<file path="src/rtl/fade_sched.sv">
`default_nettype none
// ============================================================================
// Module   : fade_sched
// Brief    : Frame scheduler for the fader -> IFFT chain. Sends the IFFT
//            config word, issues periodic start/t_index to the fader, tracks
//            each frame through fader beats and IFFT tlast, and flags
//            overruns and timeouts.
// Revision : 1.0 - initial release
// ============================================================================
module fade_sched #(
    parameter int NCHAN    = 32,
    parameter int PERIOD_W = 10,
    parameter int TIDX_W   = 25,
    parameter int TIMEOUT  = 2048
) (
    input  logic                clk,
    input  logic                reset,
    input  logic                enable,
    input  logic [PERIOD_W-1:0] period,
    input  logic [15:0]         cfg_data,
    input  logic                cfg_update,
    output logic                start,
    output logic [TIDX_W-1:0]   t_index,
    input  logic                fader_dv,
    output logic [15:0]         cfg_tdata,
    output logic                cfg_tvalid,
    input  logic                cfg_tready,
    input  logic                ifft_tvalid,
    input  logic                ifft_tlast,
    output logic                busy,
    output logic                frame_done,
    output logic [15:0]         frame_count,
    output logic                err_overrun,
    output logic                err_timeout
);

    localparam int c_BEAT_W = $clog2(NCHAN + 1);
    localparam int c_TCNT_W = (TIMEOUT > 1) ? $clog2(TIMEOUT) : 1;

    typedef enum logic [1:0] {
        ST_CONFIG   = 2'd0,
        ST_IDLE     = 2'd1,
        ST_COLLECT  = 2'd2,
        ST_WAIT_OUT = 2'd3
    } state_t;

    state_t                r_state;
    state_t                w_state_next;
    logic [PERIOD_W-1:0]   r_pcnt;
    logic [PERIOD_W-1:0]   w_period_m1;
    logic                  w_expire;
    logic                  w_pend;
    logic [c_BEAT_W-1:0]   r_beat;
    logic [c_TCNT_W-1:0]   r_tcnt;
    logic                  r_cfg_pending;
    logic                  r_cfg_tvalid;
    logic [15:0]           r_cfg_tdata;
    logic                  r_start;
    logic [TIDX_W-1:0]     r_t_index;
    logic                  r_frame_done;
    logic [15:0]           r_frame_count;
    logic                  r_err_overrun;
    logic                  r_err_timeout;
    logic                  r_busy;

    logic                  w_start_next;
    logic                  w_done_next;
    logic                  w_overrun_set;
    logic                  w_timeout_set;
    logic                  w_cfg_load;
    logic                  w_clr_cnt;
    logic                  w_tout_hit;

    // A zero period behaves like a period of one cycle.
    assign w_period_m1 = (period == '0) ? '0 : period - PERIOD_W'(1);
    assign w_expire    = enable && (r_pcnt == '0);
    assign w_pend      = r_cfg_pending || cfg_update;
    assign w_tout_hit  = (r_tcnt == c_TCNT_W'(TIMEOUT - 1));

    // Period down-counter: held at its reload value while disabled.
    always_ff @(posedge clk) begin
        if (reset || !enable || r_pcnt == '0) begin
            r_pcnt <= w_period_m1;
        end else begin
            r_pcnt <= r_pcnt - PERIOD_W'(1);
        end
    end

    // FSM state register.
    always_ff @(posedge clk) begin
        if (reset) begin
            r_state <= ST_CONFIG;
        end else begin
            r_state <= w_state_next;
        end
    end

    // Next-state and event decode; any expiry outside a clean IDLE is an overrun.
    always_comb begin
        w_state_next  = r_state;
        w_start_next  = 1'b0;
        w_done_next   = 1'b0;
        w_overrun_set = 1'b0;
        w_timeout_set = 1'b0;
        w_cfg_load    = 1'b0;
        w_clr_cnt     = 1'b0;
        case (r_state)
            ST_CONFIG: begin
                w_overrun_set = w_expire;
                if (r_cfg_tvalid && cfg_tready) begin
                    w_state_next = ST_IDLE;
                end
            end
            ST_IDLE: begin
                if (w_pend) begin
                    w_state_next  = ST_CONFIG;
                    w_cfg_load    = 1'b1;
                    w_overrun_set = w_expire;
                end else if (w_expire) begin
                    w_state_next = ST_COLLECT;
                    w_start_next = 1'b1;
                    w_clr_cnt    = 1'b1;
                end
            end
            ST_COLLECT: begin
                w_overrun_set = w_expire;
                if (w_tout_hit) begin
                    w_timeout_set = 1'b1;
                    w_state_next  = ST_IDLE;
                end else if (fader_dv && r_beat == c_BEAT_W'(NCHAN - 1)) begin
                    w_state_next = ST_WAIT_OUT;
                end
            end
            ST_WAIT_OUT: begin
                w_overrun_set = w_expire;
                if (ifft_tvalid && ifft_tlast) begin
                    w_done_next  = 1'b1;
                    w_state_next = ST_IDLE;
                end else if (w_tout_hit) begin
                    w_timeout_set = 1'b1;
                    w_state_next  = ST_IDLE;
                end
            end
            default: w_state_next = ST_CONFIG;
        endcase
    end

    // Datapath registers: config word, counters, pulses and sticky flags.
    always_ff @(posedge clk) begin
        if (reset) begin
            r_cfg_tdata   <= cfg_data;
            r_cfg_tvalid  <= 1'b0;
            r_cfg_pending <= 1'b0;
            r_start       <= 1'b0;
            r_t_index     <= '0;
            r_beat        <= '0;
            r_tcnt        <= '0;
            r_frame_done  <= 1'b0;
            r_frame_count <= '0;
            r_err_overrun <= 1'b0;
            r_err_timeout <= 1'b0;
            r_busy        <= 1'b0;
        end else begin
            r_cfg_tvalid <= (w_state_next == ST_CONFIG);
            r_busy       <= (w_state_next != ST_IDLE);
            if (w_cfg_load) begin
                r_cfg_tdata <= cfg_data;
            end
            if (w_cfg_load) begin
                r_cfg_pending <= 1'b0;
            end else if (cfg_update) begin
                r_cfg_pending <= 1'b1;
            end
            r_start <= w_start_next;
            if (w_start_next) begin
                r_t_index <= r_t_index + TIDX_W'(1);
            end
            if (w_clr_cnt) begin
                r_beat <= '0;
                r_tcnt <= '0;
            end else begin
                if (r_state == ST_COLLECT && fader_dv) begin
                    r_beat <= r_beat + c_BEAT_W'(1);
                end
                if (r_state == ST_COLLECT || r_state == ST_WAIT_OUT) begin
                    r_tcnt <= r_tcnt + c_TCNT_W'(1);
                end
            end
            r_frame_done <= w_done_next;
            if (w_done_next) begin
                r_frame_count <= r_frame_count + 16'd1;
            end
            if (w_overrun_set) begin
                r_err_overrun <= 1'b1;
            end
            if (w_timeout_set) begin
                r_err_timeout <= 1'b1;
            end
        end
    end

    assign start       = r_start;
    assign t_index     = r_t_index;
    assign cfg_tdata   = r_cfg_tdata;
    assign cfg_tvalid  = r_cfg_tvalid;
    assign busy        = r_busy;
    assign frame_done  = r_frame_done;
    assign frame_count = r_frame_count;
    assign err_overrun = r_err_overrun;
    assign err_timeout = r_err_timeout;

endmodule
`default_nettype wire
</file>
<file path="config.mk">
export PLATFORM = sky130hd
export DESIGN_NAME = fade_sched
export DESIGN_NICKNAME = d
export VERILOG_FILES = /design/src/rtl/fade_sched.sv
export SDC_FILE = /design/constraint.sdc
export NUM_CORES = 1
export LEC_CHECK = 0
export BUFFER_PORTS_ARGS = -buffer_cell sky130_fd_sc_hd__buf_2
export CORE_AREA = 5 5 104 106
export CTS_BUF_LIST = sky130_fd_sc_hd__clkbuf_8
export CTS_CLUSTER_DIAMETER = 60
export DETAILED_ROUTE_END_ITERATION = 8
export DIE_AREA = 0 0 109 111
export PLACE_DENSITY_LB_ADDON = 0.25
export SETUP_SLACK_MARGIN = 0.15
export SYNTH_ARGS = -nofsm -noshare
export SYNTH_HDL_FRONTEND = slang
export SYNTH_SLANG_ARGS = --single-unit
export TNS_END_PERCENT = 10
</file>
<file path="constraint.sdc">
create_clock -name clk -period 1.9 [get_ports clk]
set_input_delay 0.38 -clock clk [delete_from_list [all_inputs] [get_ports clk]]
set_output_delay 0.38 -clock clk [all_outputs]
set_load 0.02 [all_outputs]
</file>
Word level (Yosys, flattened, before mapping). Index checks and enable logic that the tools add are counted.

Input port bits: 34. Bits in registers: 93.

Equal/unequal tests: 6. Multiplexer cells: 24. Add/subtract/negate cells: 6. Reductions and logical operators: 18.

Operators by type and width (number): 2-to-1 mux 16 bit (2); adder 25 x 1 -> 25 bit (second input constant) (1); logical NOT 10 bit (2); 2-to-1 mux 10 bit (2); subtractor 10 x 1 -> 10 bit (second input constant) (2); adder 16 x 1 -> 16 bit (second input constant) (1); 2-to-1 mux 2 bit (7); adder 11 x 1 -> 11 bit (second input constant) (1); equality test 11 bit (second input constant) (1); 2-to-1 mux 1 bit (10); one-hot mux 2 bit (4 select lines) (1); adder 6 x 1 -> 6 bit (second input constant) (1); equality test 6 x 5 -> 1 bit (second input constant) (1); logical AND 1 bit (5); equality test 2 bit (second input constant) (2); logical NOT 2 bit (2); logical OR 1 bit (4); one-hot mux 1 bit (2 select lines) (2); OR reduction 2 bit (2); OR reduction 3 bit (1); equality test 2 x 1 -> 1 bit (second input constant) (1); != test 2 x 1 -> 1 bit (second input constant) (1); nonzero test 2 bit (1); logical NOT 1 bit (1).

Longest topological paths before layout. Gate-level depths: netlist of the first run.

Depth in word-level cells: 6. Mapped depth: 8.

Least setup slack after synthesis of the first run. Ideal clock, no wire load.

Path kind: reg2reg. Start point: register r_state[1]. End point: register r_cfg_tdata[0], in the netlist cfg_tdata[0], enable pin. Clock period less this slack: 2034 ps. Cell stages (with the launch flop): 4. Path buffers: 1. Path slack: -134 ps. Arrival time: 1640 ps. Path through: dfxtp_1 > clkbuf_1 > or2b_1 > o21bai_1.

Cells in the longest elaborated chain, start to end: 3.

RTL lines: start: declaration (line 47) `state_t r_state;`; start signal: assignment (line 94) `r_state <= w_state_next;`; equality test 2 x 1 -> 1 bit (line 107) `case (r_state)`; 2-to-1 mux 1 bit (line 107); nonzero test 2 bit (no line); end signal: assignment (line 151) `r_cfg_tdata <= cfg_data;`; end signal: assignment (line 167) `r_cfg_tdata <= cfg_data;`; end: declaration (line 57) `logic [15:0] r_cfg_tdata;`.

Every way passes these cells. A chain may end at the register's enable or synchronous reset.

Worst setup path in the final report of the first run.
Start point: register r_pcnt[0]. End point: register r_t_index[6], in the netlist t_index[6].

Cells in the longest elaborated chain, start to end: 5.

RTL lines: start: declaration (line 49) `logic [PERIOD_W-1:0] r_pcnt;`; start signal: assignment (line 83) `r_pcnt <= w_period_m1;`; start signal: assignment (line 85) `r_pcnt <= r_pcnt - PERIOD_W'(1);`; logical NOT 10 bit (line 76) `assign w_expire = enable && (r_pcnt == '0);`; logical AND 1 bit (line 76); 2-to-1 mux 1 bit (line 119) `end else if (w_expire) begin`; 2-to-1 mux 1 bit (line 115) `if (w_pend) begin`; 2-to-1 mux 1 bit (line 107); end signal: assignment (line 176) `r_t_index <= r_t_index + TIDX_W'(1);`; end: declaration (line 59) `logic [TIDX_W-1:0] r_t_index;`.

Every way passes these cells.

==> summary.txt, run 1 <==
Run status
  • Status: complete, no violations

Worst hold path
  • Hold worst-path end: cfg_tdata[4]
  • HP Start: cfg_data[4]
  • Instance count along the most critical hold path: 1
  • Class of the most critical hold timing path: in2reg

Critical path
  • Flop2flop setup slack: roughly 0.021 ns
  • Worst R2R Path Depth: 7
  • Critical path, cell by cell: inv_2 > ha_4 > and4bb_2 > nand4_4 > buf_12 > or4_1 > a21oi_1
  • CP max FO: 8
  • Signal arrival time at the worst endpoint: approximately 2.2 ns
  • Critical path start-end classification: reg2reg
  • Reg2Reg Capture Point: t_index[6]
  • Cell with the largest stage delay on the worst path: or4_1
  • Critical register-to-register path startpoint: r_pcnt[0]
  • Element type at the critical path start: flip-flop
  • Worst Path Required: about 2.2 ns
  • Critical Path End Type: flip-flop
  • Largest incremental delay on the critical path: between 0.5 and 0.6 ns

Global route
  • Overflow left after global routing: 0
  • Number of antenna violations at the first check in global routing: 0
  • Maximum number of pins on one net before global-route repair: 36
  • Vias in the first global route: around 3600
  • First-pass GRT wire length: between 15 and 20 mm
  • Global-route usage over all layers: 16.9%

Clocking
  • Clock tree from TritonCTS: yes
  • Clock sink count: 93
  • Clock-pin slew of the registers on the worst-case setup and hold paths: approximately 0.1 ns
  • CTS Buffer Depth: 2
  • Cell chosen for the clock root: clkbuf_8
  • Latest clock arrival within the worst-skew pair: 0.37 ns
  • Clock buffer count from CTS: 9
  • Number of H-tree levels: 3

Cells and area
  • Layout Area Growth over Synthesis: 35.0%
  • Fillers: between 800 and 900
  • Finished Layout Cells: a little over 700
  • Post-route cell area: 5740 µm²
  • FF+latch area: around 2000 µm²
  • Number of diodes added for antenna fixing: 0
  • Proportion of layout cells with a drive suffix above 1: a little over a third
  • Footprint of the multi-input gates: roughly 2300 µm²
  • Post-route core utilization: between 50% and 60%
  • NumNets Final: ~630

Floorplanning
  • Die Outline Area: about 12000 µm²
  • Floorplan die width: around 110 µm
  • # IOs: 97
  • Core Rows: 36
  • Core area: ~9700 µm²
  • Chip height: 111 µm
  • Effective utilization at floorplan: about 44%

Power and ir drop
  • Overall power after layout: roughly 3.8 mW
  • Leakage power of the design: 2.38 nW
  • Maximum vdd drop: ~290 µV
  • Power per cell area: roughly 660 nW/µm²

Yosys
  • Number of distinct library cells after synthesis: 47
  • Leading post-synthesis cells by cell area: dfxtp_1 (36%), edfxtp_1 (11%), nor2_1 (4.6%), xnor2_1 (4.1%), xor2_1 (3.3%)
  • Number of synthesized flops with an enable pin: 16
  • Synthesized net count: about 500
  • Average cell area after synthesis: ~9.4 µm²
  • Synthesized instance count: 453
  • Count leader, synth: dfxtp_1
  • Post-Synthesis Cell Area: 4250 µm²
  • Post-synthesis sequential element count: 93
  • Most frequent cells after synthesis: dfxtp_1 (77), nor2_1 (52), a21oi_1 (27)
  • Share of flip-flops with an asynchronous set or reset after synthesis: 0%
  • Library cell occupying the most area in the post-synthesis netlist: dfxtp_1
  • Syn. warnings: 0
  • Top flip-flop cell by instance count after synthesis: dfxtp_1
  • Sequential-to-total area share from yosys stat: 47.5%
  • Fraction of post-synthesis cell area in the top cell type by area: 36.2%

Timing
  • RSZ-0062 raised after global routing: true
  • Clock tree skew after final layout: ~0.0091 ns
  • Max transition margin: 69.3%
  • Final setup fails: 0
  • Post-layout minimum cycle time: 1.88 ns
  • Part of the cycle the worst path needs: between 90% and 100%
  • Number of max-slew violations in the final report: 0
  • Highest attainable clock frequency: 0.532 GHz
  • Least-Margin Pin Slew: around 0.46 ns
  • Final Hold Vio Count: 0

Route
  • Total number of vias: between 3000 and 4000
  • First drt pass iteration count: 4
  • Mean routed wirelength per cell: approximately 14 µm
  • Post-DR vias/cell: around 5.3
  • Antenna-violating nets left: 0
  • Number of remaining DRC errors: 0
  • Routed wire length: about 10 mm
  • 1st-iter DRT viols: about 140

Placed design
  • Count of buffers from port buffering: 96
  • Post-detailed-placement cell area: approximately 5000 µm²
  • RD Place Congestion: 0.830
  • Number of placed instances, taps included: around 700
  • Detailed-placement wirelength estimate: approximately 7.1 mm

Flow run
  • Number of max-capacitance violations reported: 0
==> flip-flops by register name, summed over array words and instances, names as in the netlist <==
signal         count
frame_count       16
cfg_tvalid         1
r_cfg_pending      1
frame_done         1
t_index           25
start              1
err_overrun        1
busy               1
r_state            2
cfg_tdata         16
r_pcnt            10
err_timeout        1
r_beat             6
r_tcnt            11
==> worst max-delay path: cells and delay by family, from the launching register on <==
family	cells	cell delay, ns
flops	1	0.33
buf+inv	2	0.27
compound gates	1	0.13
simple gates	3	0.95
fa+ha+maj	1	0.13
==> stage by stage <==
step                      setup WS (ns)  hold slack, ns  setup TNS, ns
after floorplan                 -0.0193           0.474        -0.0193
after global placement          -0.0958           0.449         -0.462
after detailed placement         -0.142           0.468          -1.05
after CTS                      -0.00306           0.167       -0.00306
after global routing            -0.0456           0.154         -0.234
final                            0.0210           0.184              0
==> power by group <==
part | total, mW | switching (mW) | leakage, nW | internal, mW
clock network | 1.36 | 0.739 | 0.106 | 0.625
logic | 0.337 | 0.184 | 1.48 | 0.153
registers | 2.09 | 0.0320 | 0.786 | 2.06
total | 3.79 | 0.955 | 2.38 | 2.84
==> what timing repair did <==
| action | in CTS | in global routing |
|---|---|---|
| hold buffers | 0 | 0 |
| hold endpoints to repair | 0 | 0 |
| setup endpoints to repair | 22 | 48 |
| gates resized for setup | 45 | 24 |
| pin swaps | 37 | 16 |
| setup buffers | 2 | 5 |
| gates cloned | 3 | 0 |
==> placed cells by master (no fill, tap or decap), types with 15 or more instances in the layout <==
| cell | n |
|---|---|
| a21oi_1 | 23 |
| buf_2 | 96 |
| buf_4 | 40 |
| dfxtp_1 | 66 |
| edfxtp_1 | 16 |
| nand2_1 | 26 |
| nand3_1 | 21 |
| nand4_1 | 15 |
| nor2_1 | 52 |
| xnor2_1 | 20 |
| xor2_1 | 16 |
==> layer usage <==
metal,up-vias,global-route usage [%],wire length [µm]
met5,-,0,0
met4,0,5.56,145
met3,11,3.26,597
met2,99,27.4,4800
met1,1795,22.5,4650
li1,1917,-,-
==> cell families (layout without fill, tap and decap cells) <==
group / count (synthesis) / count (layout) / synth area share, %
mux: 14 / 14 / 3.56
simple gates: 197 / 197 / 25.7
fa+ha+maj: 8 / 8 / 2.35
buf+inv: 34 / 175 / 3.21
compound gates: 71 / 71 / 10.2
xor+xnor: 36 / 36 / 7.41
flops: 93 / 93 / 47.5
==> final cells by class <==
class | count | share of cell area (%)
multi-input cells | 326 | 40.8
repair buffers | 144 | 16.3
flip-flops and latches | 93 | 35.5
well taps | 133 | 2.90
clock inverters | 7 | 1.35
clock buffers | 9 | 2.16
inverters | 15 | 0.980
==> worst max-delay path by stage <==
stage,start,endpoint,slack (ns),depth (start not counted)
final,r_pcnt[0],t_index[6],0.02,7
after global routing,r_pcnt[1],t_index[9],-0.05,8
after CTS,r_pcnt[3],t_index[6],-0.003,5
after detailed placement,cfg_update,t_index[19],-0.14,6
after global placement,cfg_update,t_index[21],-0.1,6
after floorplan,t_index[3],t_index[21],-0.02,5
Power figures use the tool's default switching activity.
==> run 2, diff against run 1 <==
- CORE_AREA: 5 5 104 106 -> 5 5 99 101
- DIE_AREA: 0 0 109 111 -> 0 0 104 106
==> run 2 against run 1 <==
  * The run now ends with negative setup slack left
  * Largest cell class unchanged
  * Combinational power is 3% lower
  * Routed wire length increased by 0.90%
  * Clock skew grew 0.0054 ns
  * Flip-flop and latch count is the same
  * Critical path depth stayed put
  * Core utilization is 2.5 points higher
  * First-iteration DRC count is 1.4% lower
==> summary.txt, run 2 (synthesis gave the netlist of run 1 again) <==
Run status
  • Status: finished with violations
  • Failing checks: negative setup slack

Critical path
  • Worst Path Required: around 2.2 ns
  • Critical path, cell by cell: inv_2 > ha_2 > and4bb_2 > nand4_4 > clkbuf_16 > nor3_1 > mux2_2
  • Element type at the critical path start: flip-flop
  • CP max FO: 8
  • Cell with the largest stage delay on the worst path: mux2_2
  • Critical Path End Type: flip-flop
  • Largest incremental delay on the critical path: around 0.38 ns
  • Critical path start-end classification: reg2reg
  • Signal arrival time at the worst endpoint: 2.21 ns

Timing
  • Post-route worst hold slack: slightly below 0.2 ns
  • Total negative slack for setup checks: -0.0574 ns
  • Final Hold Vio Count: 0
  • Max transition margin: between 70% and 80%
  • Part of the cycle the worst path needs: 103%
  • RSZ-0062 raised after global routing: true
  • Number of max-slew violations in the final report: 0
  • Post-layout minimum cycle time: 1.96 ns
  • Least-Margin Pin Slew: slightly above 0.4 ns
  • Final setup fails: 1
  • Clock tree skew after final layout: 0.0145 ns
  • Fin worst setup slack: -0.0574 ns
  • Highest attainable clock frequency: about 0.51 GHz

Route
  • Post-DR vias/cell: ~5.6
  • Detailed-route wire length on metal 1: between 4 and 5 mm
  • 1st-iter DRT viols: between 100 and 150
  • Amount of wire on met3 after detailed routing: slightly below 600 µm
  • Routed wire length: a little over 10 mm
  • Number of remaining DRC errors: 0
  • Mean routed wirelength per cell: 14.7 µm
  • Total number of vias: slightly below 4000
  • Highest signal layer in the routed design: met4
  • First drt pass iteration count: 4
  • Antenna-violating nets left: 0
  • WL met2: between 4 and 5 mm

Worst hold path
  • Class of the most critical hold timing path: in2reg

Global route
  • Vias in the first global route: between 3000 and 4000
  • Global-route usage over all layers: between 10% and 20%
  • Overflow left after global routing: 0
  • First-pass GRT wire length: ~17 mm
  • Maximum number of pins on one net before global-route repair: 38
  • Number of antenna violations at the first check in global routing: 0

Floorplanning
  • Effective utilization at floorplan: a little under half
  • Core Rows: 35
  • Core area: 8930 µm²
  • Chip height: 106 µm
  • Die Outline Area: around 11000 µm²
  • # IOs: 97
  • Floorplan die width: 104 µm

Cells and area
  • Proportion of layout cells with a drive suffix above 1: 34.4%
  • Layout Area Growth over Synthesis: 29.7%
  • Commonest cells after routing, fill and taps aside: buf_2 (96), dfxtp_1 (69), nor2_1 (52), buf_4 (35), nand2_1 (26)
  • FF+latch area: just over 2000 µm²
  • Max FFs per register: 25
  • Footprint of the multi-input gates: about 2200 µm²
  • Fillers: 745
  • Finished Layout Cells: around 700
  • NumNets Final: roughly 620
  • Most common cell after layout, fill and taps aside: buf_2
  • Number of diodes added for antenna fixing: 0

Clocking
  • Number of H-tree levels: 3
  • Clock tree from TritonCTS: yes
  • Clock-pin slew of the registers on the worst-case setup and hold paths: ~0.1 ns
  • Latest clock arrival within the worst-skew pair: around 0.35 ns
  • Hold-fix buffer count after cts: 0
  • Clock sink count: 93
  • CTS Buffer Depth: 2
  • Clock buffer count from CTS: 9
  • Cell chosen for the clock root: clkbuf_8

Placed design
  • Detailed-placement wirelength estimate: just over 7 mm
  • Number of placed instances, taps included: between 600 and 700
  • RD Place Congestion: between 0.7 and 0.8
  • Dpl ws: -0.130 ns
  • Count of buffers from port buffering: 96

Power and ir drop
  • Maximum vdd drop: between 400 and 500 µV
  • Leakage power of the design: 2.24 nW
  • Part of the power in registers: roughly 57%
  • Clock power share: between 30% and 40%
  • Internal portion of total power: 2.71 mW
  • Combinational fraction of design power: just under 9%
  • Net switching power figure: 966 µW
  • Power per cell area: 667 nW/µm²
  • Switching part of the total: 26.3%
  • Overall power after layout: 3.68 mW

Flow run
  • Number of max-capacitance violations reported: 0
## run 2: cell types whose count changed in the layout (fill, tap and decap cells not counted), moves of 3 or more
| cell | change |
|---|---|
| mux2_2 | +4 |
| dfxtp_1 | +3 |
| nor3_4 | -4 |
| buf_4 | -5 |
| nor3_2 | +3 |
| mux2_4 | -4 |
## run 2: routing by layer
layer	vias up	global-route usage, %
met5	-	0
met4	0	5.46
met3	14	3.89
met2	116	29.6
met1	1840	22.2
li1	1904	-
## run 2: area by class of cell
type / count / share of cell area [%]
flip-flops and latches: 93 / 36.8
inverters: 15 / 1.02
multi-input cells: 326 / 40.7
clock inverters: 7 / 1.18
clock buffers: 9 / 2.24
well taps: 111 / 2.52
repair buffers: 137 / 15.5
## run 2: power groups by stage
| stage | Sequential, mW | Clock (mW) | Combinational (mW) |
|---|---|---|---|
| 4_1_cts | 2.09 | 1.29 | 0.316 |
| 3_3_place_gp | 2.14 | 0 | 0.304 |
| 2_1_floorplan | 2.17 | 0 | 0.141 |
| 5_1_grt | 2.10 | 1.38 | 0.358 |
| 6_report | 2.10 | 1.26 | 0.326 |
| 3_5_place_dp | 2.14 | 0 | 0.314 |
## run 2: stage by stage
stage / utilization, % / area [µm²]
after global placement: 56.8 / 5080
after floorplan: - / 4260
final: 61.8 / 5520
after global routing: 61.8 / 5520
after CTS: 59.2 / 5290
after detailed placement: 56.8 / 5080
## run 2: path summary, 6_finish.rpt
path	from	endpoint	slack [ns]	cells past startpoint
setup / recovery	r_pcnt[0]	t_index[11]	-0.06	7
hold / removal	cfg_data[8]	cfg_tdata[8]	0.20	1
setup reg to reg	r_pcnt[0]	t_index[11]	-0.06	7
hold reg to reg	frame_count[15]	frame_count[15]	0.48	2
## run 2: critical path, delay by kind of cell, from the launching register on
kind / cells / cell delay (ns)
buffers and inverters: 2 / 0.27
flip-flops: 1 / 0.34
adder cells (fa/ha/maj): 1 / 0.16
AND/OR/NAND/NOR: 3 / 0.70
multiplexers: 1 / 0.38
## run 2: what timing repair did
item	4_1_cts	5_1_grt
gates resized for setup	4	38
pin swaps	0	25
cloned	0	3
setup buffers	0	4
setup endpoints to repair	23	48
